`src/rtl/ysyx_23060208_mem_arbiter_pkg.sv`:
```
// rtl/ysyx_23060208_mem_arbiter_pkg.sv - shared encodings for the IFU/LSU memory arbiter
package ysyx_23060208_mem_arbiter_pkg;

  localparam int ADDR_WIDTH_DEF = 32;
  localparam int DATA_WIDTH_DEF = 32;

  typedef enum logic [1:0] {
    ST_IDLE = 2'b00,
    ST_REQ  = 2'b01,
    ST_RESP = 2'b10
  } arb_state_e;

  localparam logic OWNER_IFU = 1'b0;
  localparam logic OWNER_LSU = 1'b1;

endpackage

```
`src/rtl/ysyx_23060208_mem_arbiter_if.sv`:
```
// rtl/ysyx_23060208_mem_arbiter_if.sv - request/response bus shared by IFU, LSU and memory port
interface ysyx_23060208_mem_arbiter_if #(
  parameter int ADDR_WIDTH = 32,
  parameter int DATA_WIDTH = 32
);
  logic                    req_valid;
  logic                    req_ready;
  logic                    req_wen;
  logic [ADDR_WIDTH-1:0]   req_addr;
  logic [DATA_WIDTH-1:0]   req_wdata;
  logic [DATA_WIDTH/8-1:0] req_wstrb;
  logic                    resp_valid;
  logic                    resp_ready;
  logic [DATA_WIDTH-1:0]   resp_data;

  modport master (
    output req_valid, req_wen, req_addr, req_wdata, req_wstrb, resp_ready,
    input  req_ready, resp_valid, resp_data
  );

  modport slave (
    input  req_valid, req_wen, req_addr, req_wdata, req_wstrb, resp_ready,
    output req_ready, resp_valid, resp_data
  );
endinterface

```
`src/rtl/ysyx_23060208_mem_arbiter.sv`:
```
// rtl/ysyx_23060208_mem_arbiter.sv - round-robin IFU/LSU arbiter onto a single memory port
module ysyx_23060208_mem_arbiter
  import ysyx_23060208_mem_arbiter_pkg::*;
#(
  parameter int ADDR_WIDTH = ADDR_WIDTH_DEF,
  parameter int DATA_WIDTH = DATA_WIDTH_DEF
) (
  input logic                          clock,
  input logic                          reset,
  ysyx_23060208_mem_arbiter_if.slave   ifu,
  ysyx_23060208_mem_arbiter_if.slave   lsu,
  ysyx_23060208_mem_arbiter_if.master  mem
);
  localparam int STRB_WIDTH = DATA_WIDTH / 8;

  arb_state_e state_q, state_d;
  logic       owner_q, owner_d;
  logic       last_owner_q, last_owner_d;
  logic       owner_req_valid;

  // The IFU is read-only; its write-side fields are never forwarded.
  logic unused_ifu_write;
  assign unused_ifu_write = ^{ifu.req_wen, ifu.req_wdata, ifu.req_wstrb};

  always_ff @(posedge clock) begin
    if (reset) begin
      state_q      <= ST_IDLE;
      owner_q      <= OWNER_IFU;
      last_owner_q <= OWNER_IFU;
    end else begin
      state_q      <= state_d;
      owner_q      <= owner_d;
      last_owner_q <= last_owner_d;
    end
  end

  always_comb begin
    state_d         = state_q;
    owner_d         = owner_q;
    last_owner_d    = last_owner_q;
    owner_req_valid = (owner_q == OWNER_LSU) ? lsu.req_valid : ifu.req_valid;

    mem.req_valid   = 1'b0;
    mem.req_wen     = 1'b0;
    mem.req_addr    = {ADDR_WIDTH{1'b0}};
    mem.req_wdata   = {DATA_WIDTH{1'b0}};
    mem.req_wstrb   = {STRB_WIDTH{1'b0}};
    mem.resp_ready  = 1'b0;
    ifu.req_ready   = 1'b0;
    ifu.resp_valid  = 1'b0;
    ifu.resp_data   = {DATA_WIDTH{1'b0}};
    lsu.req_ready   = 1'b0;
    lsu.resp_valid  = 1'b0;
    lsu.resp_data   = {DATA_WIDTH{1'b0}};

    case (state_q)
      ST_IDLE: begin
        if (ifu.req_valid || lsu.req_valid) begin
          state_d = ST_REQ;
          // On a tie the master that did not win last time is granted.
          owner_d = (ifu.req_valid && lsu.req_valid) ? ~last_owner_q : lsu.req_valid;
        end
      end
      ST_REQ: begin
        mem.req_valid = owner_req_valid;
        if (owner_q == OWNER_LSU) begin
          mem.req_wen   = lsu.req_wen;
          mem.req_addr  = lsu.req_addr;
          mem.req_wdata = lsu.req_wdata;
          mem.req_wstrb = lsu.req_wstrb;
          lsu.req_ready = mem.req_ready;
        end else begin
          mem.req_addr  = ifu.req_addr;
          ifu.req_ready = mem.req_ready;
        end
        if (!owner_req_valid) begin
          state_d = ST_IDLE;
        end else if (mem.req_ready) begin
          state_d      = ST_RESP;
          last_owner_d = owner_q;
        end
      end
      ST_RESP: begin
        if (owner_q == OWNER_LSU) begin
          mem.resp_ready = lsu.resp_ready;
          lsu.resp_valid = mem.resp_valid;
          lsu.resp_data  = mem.resp_data;
        end else begin
          mem.resp_ready = ifu.resp_ready;
          ifu.resp_valid = mem.resp_valid;
          ifu.resp_data  = mem.resp_data;
        end
        if (mem.resp_valid && mem.resp_ready) begin
          state_d = ST_IDLE;
        end
      end
      default: state_d = ST_IDLE;
    endcase
  end

endmodule

```
`src/flat_wrapper.sv`:
```
// flat-port wrapper written by rule: the top's interface ports become plain ports
module ysyx_23060208_mem_arbiter_flat import ysyx_23060208_mem_arbiter_pkg::*;
#(
  parameter int ADDR_WIDTH = ADDR_WIDTH_DEF,
  parameter int DATA_WIDTH = DATA_WIDTH_DEF
)
  (clock, reset, ifu_req_valid, ifu_req_wen, ifu_req_addr, ifu_req_wdata, ifu_req_wstrb, ifu_resp_ready, ifu_req_ready, ifu_resp_valid, ifu_resp_data, lsu_req_valid, lsu_req_wen, lsu_req_addr, lsu_req_wdata, lsu_req_wstrb, lsu_resp_ready, lsu_req_ready, lsu_resp_valid, lsu_resp_data, mem_req_valid, mem_req_wen, mem_req_addr, mem_req_wdata, mem_req_wstrb, mem_resp_ready, mem_req_ready, mem_resp_valid, mem_resp_data);
  ysyx_23060208_mem_arbiter_if #(.ADDR_WIDTH(ADDR_WIDTH), .DATA_WIDTH(DATA_WIDTH)) ifu_i ();
  ysyx_23060208_mem_arbiter_if #(.ADDR_WIDTH(ADDR_WIDTH), .DATA_WIDTH(DATA_WIDTH)) lsu_i ();
  ysyx_23060208_mem_arbiter_if #(.ADDR_WIDTH(ADDR_WIDTH), .DATA_WIDTH(DATA_WIDTH)) mem_i ();
  input logic clock;
  input logic reset;
  input wire logic [$bits(ifu_i.req_valid)-1:0] ifu_req_valid;
  input wire logic [$bits(ifu_i.req_wen)-1:0] ifu_req_wen;
  input wire logic [$bits(ifu_i.req_addr)-1:0] ifu_req_addr;
  input wire logic [$bits(ifu_i.req_wdata)-1:0] ifu_req_wdata;
  input wire logic [$bits(ifu_i.req_wstrb)-1:0] ifu_req_wstrb;
  input wire logic [$bits(ifu_i.resp_ready)-1:0] ifu_resp_ready;
  output wire logic [$bits(ifu_i.req_ready)-1:0] ifu_req_ready;
  output wire logic [$bits(ifu_i.resp_valid)-1:0] ifu_resp_valid;
  output wire logic [$bits(ifu_i.resp_data)-1:0] ifu_resp_data;
  input wire logic [$bits(lsu_i.req_valid)-1:0] lsu_req_valid;
  input wire logic [$bits(lsu_i.req_wen)-1:0] lsu_req_wen;
  input wire logic [$bits(lsu_i.req_addr)-1:0] lsu_req_addr;
  input wire logic [$bits(lsu_i.req_wdata)-1:0] lsu_req_wdata;
  input wire logic [$bits(lsu_i.req_wstrb)-1:0] lsu_req_wstrb;
  input wire logic [$bits(lsu_i.resp_ready)-1:0] lsu_resp_ready;
  output wire logic [$bits(lsu_i.req_ready)-1:0] lsu_req_ready;
  output wire logic [$bits(lsu_i.resp_valid)-1:0] lsu_resp_valid;
  output wire logic [$bits(lsu_i.resp_data)-1:0] lsu_resp_data;
  output wire logic [$bits(mem_i.req_valid)-1:0] mem_req_valid;
  output wire logic [$bits(mem_i.req_wen)-1:0] mem_req_wen;
  output wire logic [$bits(mem_i.req_addr)-1:0] mem_req_addr;
  output wire logic [$bits(mem_i.req_wdata)-1:0] mem_req_wdata;
  output wire logic [$bits(mem_i.req_wstrb)-1:0] mem_req_wstrb;
  output wire logic [$bits(mem_i.resp_ready)-1:0] mem_resp_ready;
  input wire logic [$bits(mem_i.req_ready)-1:0] mem_req_ready;
  input wire logic [$bits(mem_i.resp_valid)-1:0] mem_resp_valid;
  input wire logic [$bits(mem_i.resp_data)-1:0] mem_resp_data;
  assign ifu_i.req_valid = ifu_req_valid;
  assign ifu_i.req_wen = ifu_req_wen;
  assign ifu_i.req_addr = ifu_req_addr;
  assign ifu_i.req_wdata = ifu_req_wdata;
  assign ifu_i.req_wstrb = ifu_req_wstrb;
  assign ifu_i.resp_ready = ifu_resp_ready;
  assign ifu_req_ready = ifu_i.req_ready;
  assign ifu_resp_valid = ifu_i.resp_valid;
  assign ifu_resp_data = ifu_i.resp_data;
  assign lsu_i.req_valid = lsu_req_valid;
  assign lsu_i.req_wen = lsu_req_wen;
  assign lsu_i.req_addr = lsu_req_addr;
  assign lsu_i.req_wdata = lsu_req_wdata;
  assign lsu_i.req_wstrb = lsu_req_wstrb;
  assign lsu_i.resp_ready = lsu_resp_ready;
  assign lsu_req_ready = lsu_i.req_ready;
  assign lsu_resp_valid = lsu_i.resp_valid;
  assign lsu_resp_data = lsu_i.resp_data;
  assign mem_req_valid = mem_i.req_valid;
  assign mem_req_wen = mem_i.req_wen;
  assign mem_req_addr = mem_i.req_addr;
  assign mem_req_wdata = mem_i.req_wdata;
  assign mem_req_wstrb = mem_i.req_wstrb;
  assign mem_resp_ready = mem_i.resp_ready;
  assign mem_i.req_ready = mem_req_ready;
  assign mem_i.resp_valid = mem_resp_valid;
  assign mem_i.resp_data = mem_resp_data;
  ysyx_23060208_mem_arbiter #(.ADDR_WIDTH(ADDR_WIDTH), .DATA_WIDTH(DATA_WIDTH)) u_core (.clock(clock), .reset(reset), .ifu(ifu_i), .lsu(lsu_i), .mem(mem_i));
endmodule
```
`config.mk`:
```
export PLATFORM = sky130hd
export DESIGN_NAME = ysyx_23060208_mem_arbiter_flat
export DESIGN_NICKNAME = d
export VERILOG_FILES = /design/src/rtl/ysyx_23060208_mem_arbiter_pkg.sv /design/src/rtl/ysyx_23060208_mem_arbiter_if.sv /design/src/rtl/ysyx_23060208_mem_arbiter.sv /design/src/flat_wrapper.sv
export SDC_FILE = /design/constraint.sdc
export NUM_CORES = 1
export LEC_CHECK = 0
export CORE_AREA = 2 2 123 125
export CTS_CLUSTER_SIZE = 8
export DETAILED_ROUTE_END_ITERATION = 16
export DIE_AREA = 0 0 125 127
export PLACE_DENSITY = 0.59
export SLEW_MARGIN = 20
export SYNTH_ARGS = -nofsm -noshare
export SYNTH_HDL_FRONTEND = slang
export SYNTH_SLANG_ARGS = --single-unit
```
`constraint.sdc`:
```
create_clock -name clock -period 2.1 [get_ports clock]
set_clock_uncertainty 0.2 [all_clocks]
set_input_delay 0.525 -clock clock [delete_from_list [all_inputs] [get_ports clock]]
set_output_delay 0.525 -clock clock [all_outputs]
set_load 0.03 [all_outputs]
```
### After elaboration in Yosys (flattened, before gate mapping)

Index checks and enable logic that the tools add are counted.

| storage, ports and cells | value |
|---|---|
| register bits after elaboration | 4 |
| input bits | 178 |
| output and inout port bits | 139 |
| word-level logic and storage cells | 47 |

| cells by class | value |
|---|---|
| eq/ne operators | 5 |
| multiplexer cells | 31 |
| bitwise gates (word level) | 1 |
| reductions and logical operators | 7 |

Operator list:

| cell | number |
|---|---|
| 2-to-1 mux 32 bit | 8 |
| 2-to-1 mux 1 bit | 16 |
| 2-to-1 mux 2 bit | 4 |
| 2-to-1 mux 4 bit | 2 |
| one-hot mux 2 bit (3 select lines) | 1 |
| AND reduction 3 bit | 2 |
| != test 2 x 1 -> 1 bit (second input constant) | 2 |
| != test 3 bit (second input constant) | 1 |
| equality test 2 x 1 -> 1 bit (second input constant) | 1 |
| equality test 2 bit (second input constant) | 1 |
| logical AND 1 bit | 2 |
| logical NOT 2 bit | 1 |
| AND reduction 2 bit | 1 |
| logical OR 1 bit | 1 |
| inverter 1 bit | 1 |

### Longest topological paths before layout

| depth | value |
|---|---|
| depth in word-level cells | 5 |
| depth in mapped cells | 4 |
| mapped depth without buffers | 3 |

### Least setup slack after synthesis

Ideal clock, no wire load.

| timing path | value |
|---|---|
| path type | reg2out |
| from | reg u_core.owner_q |
| to | out lsu_resp_data[10] |
| arrival | 1238 ps |
| data required time | 1375 ps |
| setup slack | 137 ps |
| stages on the path, launching flop included | 5 |
| buffers on the path | 1 |
| cells stage by stage | dfxtp_1 inv_1 nor2_1 clkbuf_2 and2_1 |

| on the way | value |
|---|---|
| cells in the longest elaborated chain, start to end | 2 |

Ends and longest elaborated chain:

| item | line | source |
|---|---|---|
| start: declaration | ysyx_23060208_mem_arbiter.sv:17 | `logic owner_q, owner_d;` |
| start signal: assignment | ysyx_23060208_mem_arbiter.sv:32 | `owner_q <= owner_d;` |
| 2-to-1 mux 32 bit | ysyx_23060208_mem_arbiter.sv:84 | `if (owner_q == OWNER_LSU) begin` |
| 2-to-1 mux 32 bit | ysyx_23060208_mem_arbiter.sv:56 | `case (state_q)` |
| end: declaration | flat_wrapper.sv:30 | `output wire logic [$bits(lsu_i.resp_data)-1:0] lsu_resp_data;` |

No other way between the ends.

### Worst setup path in the final report

| timing path | value |
|---|---|
| from | reg u_core.state_q[1] |
| to | out mem_req_wdata[27] |

| on the way | value |
|---|---|
| cells in the longest elaborated chain, start to end | 2 |

Ends and longest elaborated chain:

| item | line | source |
|---|---|---|
| start: declaration | ysyx_23060208_mem_arbiter.sv:16 | `arb_state_e state_q, state_d;` |
| start signal: assignment | ysyx_23060208_mem_arbiter.sv:31 | `state_q <= state_d;` |
| equality test 2 x 1 -> 1 bit | ysyx_23060208_mem_arbiter.sv:56 |  |
| 2-to-1 mux 32 bit | ysyx_23060208_mem_arbiter.sv:56 |  |
| end: declaration | flat_wrapper.sv:34 | `output wire logic [$bits(mem_i.req_wdata)-1:0] mem_req_wdata;` |

No other way between the ends.

==> flow_metrics.tcl <==
set metrics [dict create \
    synth_nets 361 \
    critical_path.top_delay_family "simple AND/OR/NAND/NOR gates" \
    crit_path_max_fanout 14 \
    switching_share 0.3534 \
    crit_path_max_incr_delay_ns 0.31 \
    grt_start_max_net_pins 34 \
    slew_violations 0 \
    wl_microns 8641 \
    cts_tree "built" \
    rsz0062_at_grt "true" \
    rows 44 \
    ys_types 23 \
    core_sq_mm 0.01442 \
    grt_pass1_wl_microns 12370 \
    p_leak_nw 2.079 \
    fin_crit_sh 1.013 \
    intPower_mw 0.8283 \
    crit_arrival_ns 1.40 \
    clk_pin_slew_ns 0.03 \
    drt_drc_violations_left 0 \
    ios 317 \
    critPathMostFrequentCell "buf_6" \
    ys_ff_latch 4 \
    finalPower_mw 1.281 \
    worst-setup-path-type "reg -> out" \
    antenna_left 0 \
    synth_most_common_cell "and2_1" \
    hold_violations 0 \
    clkPwrFrac 0.230 \
    fin_nets 647 \
    p_per_area_mw_per_mm2 278.6 \
    ys_seq_area_frac 0.06337 \
    min_period_ns 2.128 \
    synthCells 183 \
    via_per_inst 3.756 \
    cp_cell_sequence "nand2b_4, nor2_4, buf_6, buf_16, and2_1, buf_6" \
    status "finished, violations left" \
    layout-drive-gt1-share 0.3919 \
    worst_pin_slew_ns 0.1955 \
    finalSetupViolations 31 \
    die_h_microns 127 \
    area_growth_pct 263.9 \
    synth_top_area_cell "and2_1" \
    die-area_sq_mm 0.01588 \
    first_iter_violations 29 \
    critPathSlowestCell "dfxtp_2" \
    worstSetupEndpointType "output port" \
    clock_path_buffers 2 \
    antenna_cells 0 \
    cap_violations 0 \
    cts_sinks 4 \
    worst_skew_pair.late_latency_ns 0.22 \
    port-buffer-count 279 \
    cts-htree-levels 1 \
    die_x_microns 125 \
    yosysWarnings 0 \
    path_buf_inv 3 \
    wire_per_inst_microns 13.27 \
    async_reset_ff_frac 0 \
    cts_made_buffers 3 \
    switching_power_mw 0.4527 \
    root_buffer "clkbuf_16" \
    ir_drop_mv 0.2132 \
    hold_class "reg -> reg" \
    stdcell_area_sq_mm 0.004598 \
    initial_core_util 0.08761 \
    timing.final.ws_setup_ns -0.02831 \
    grt_usage 0.09392 \
    synthTopCellsByCount "and2_1 (105), a22o_1 (32), buf_2 (6), clkbuf_2 (6), nor2_1 (6)" \
    grt_pass1_vias 2398 \
    dpl_cell_area_sq_mm 0.004054 \
    max-slew-margin-rel 0.8671 \
    pwr-share-seq 0.070 \
    synth_flop_cell "dfxtp_1" \
    post_synth.cell_area_avg_sq_um 6.906 \
    antenna_found_initial 0 \
    multi_input_area_sq_mm 0.001164 \
    gp_congestion 0.8199 \
    comb_power_share 0.700 \
    fmax_ghz 0.4699 \
    worstSetupStartpointType "flop" \
    dp_hpwl_microns 6997 \
    grt_overflow 0 \
    yosysTopAreaCellShare 0.5198 \
    violations "setup timing" \
    cp_data_required_time_ns 1.37 \
    first_pass_iters 4 \
    regArea_sq_um 86.33 \
    synth-edff-count 0 \
    vias 2445 \
    mappedNetlistArea_sq_mm 0.001264 \
    fillCellCount 1470 \
    yosys-top-cells-area "and2_1 (52%), a22o_1 (22%), dfxtp_1 (6.3%)" \
]
==> path summary, 6_finish.rpt <==
kind                                     startpoint  slack [ns]  cells after the start                   to
worst max-delay path              u_core.state_q[1]       -0.03                      6    mem_req_wdata[27]
worst min-delay path            u_core.last_owner_q        0.30                      2  u_core.last_owner_q
worst max register to register       u_core.owner_q        0.58                      5  u_core.last_owner_q
worst min register to register  u_core.last_owner_q        0.30                      2  u_core.last_owner_q
==> flip-flops by register name (all words and copies together), names as in the netlist <==
name / cells
u_core.last_owner_q: 1
u_core.owner_q: 1
u_core.state_q: 2
==> per-stage QoR <==
stage	setup TNS (ns)	setup slack (ns)	util	std cells	hold WS, ns
3_3_place_gp	-0.1659	-0.1549	0.2811	642	0.2704
6_report	-0.4672	-0.02831	0.3188	651	0.2978
5_1_grt	-5.125	-0.09615	0.3188	651	0.3156
2_1_floorplan	0	0.1368	-	183	0.2479
3_5_place_dp	-0.1953	-0.1850	0.2811	642	0.2955
4_1_cts	-1.777	-0.05517	0.3027	648	0.3024
==> tightest hold or removal path, cell delays in order, from the launching register on <==
cell     delay [ns]
dfxtp_1        0.30
o21ai_0        0.07
a21oi_1        0.07
==> cell families after synthesis <==
logic type | share of synthesized area
mux | 0.01584
flops | 0.06337
compound gates | 0.2535
buf+inv | 0.06237
simple gates | 0.6049
==> cells in the final DEF, fill, tap and decap left out, types with 4 or more instances in the layout <==
master	instances
clkdlybuf4s50_1	136
and2_1	97
buf_6	87
buf_4	60
a22o_1	30
and2_4	8
buf_12	8
clkbuf_16	4
dlygate4sd2_1	4
==> per-layer routing <==
layer  vias up  wire [microns]  share of wire  global-route usage
li1       1193               -              -                   -
met1      1075            3050           0.35              0.1001
met2       172            4607           0.53              0.1870
met3         5             960           0.11             0.03015
met4         0              23         0.0027            0.007190
met5         -               0              0                   0
==> final cells by class <==
class / instances / area share
clock buffers: 3 / 0.01633
inverters: 1 / 0.0008163
multi-input cells: 162 / 0.2531
flip-flops and latches: 4 / 0.01878
well taps: 184 / 0.05007
repair buffers: 297 / 0.6610
==> power groups by stage <==
| stage | registers [mW] | clock network (mW) | logic, mW |
|---|---|---|---|
| floorplan | 0.0895 | 0 | 0.347 |
| global placement | 0.0892 | 0 | 0.826 |
| detailed placement | 0.0898 | 0 | 0.831 |
| CTS | 0.0893 | 0.299 | 0.881 |
| global route | 0.0906 | 0.305 | 0.948 |
| finish | 0.0893 | 0.295 | 0.897 |
==> what timing repair did <==
item,CTS,global route
setup endpoints to repair,139,137
hold buffers,0,0
cloned,1,2
buffers inserted,2,1
pin swaps,3,1
gates resized for setup,59,53
Note: power is estimated with default switching activity, not from simulation.
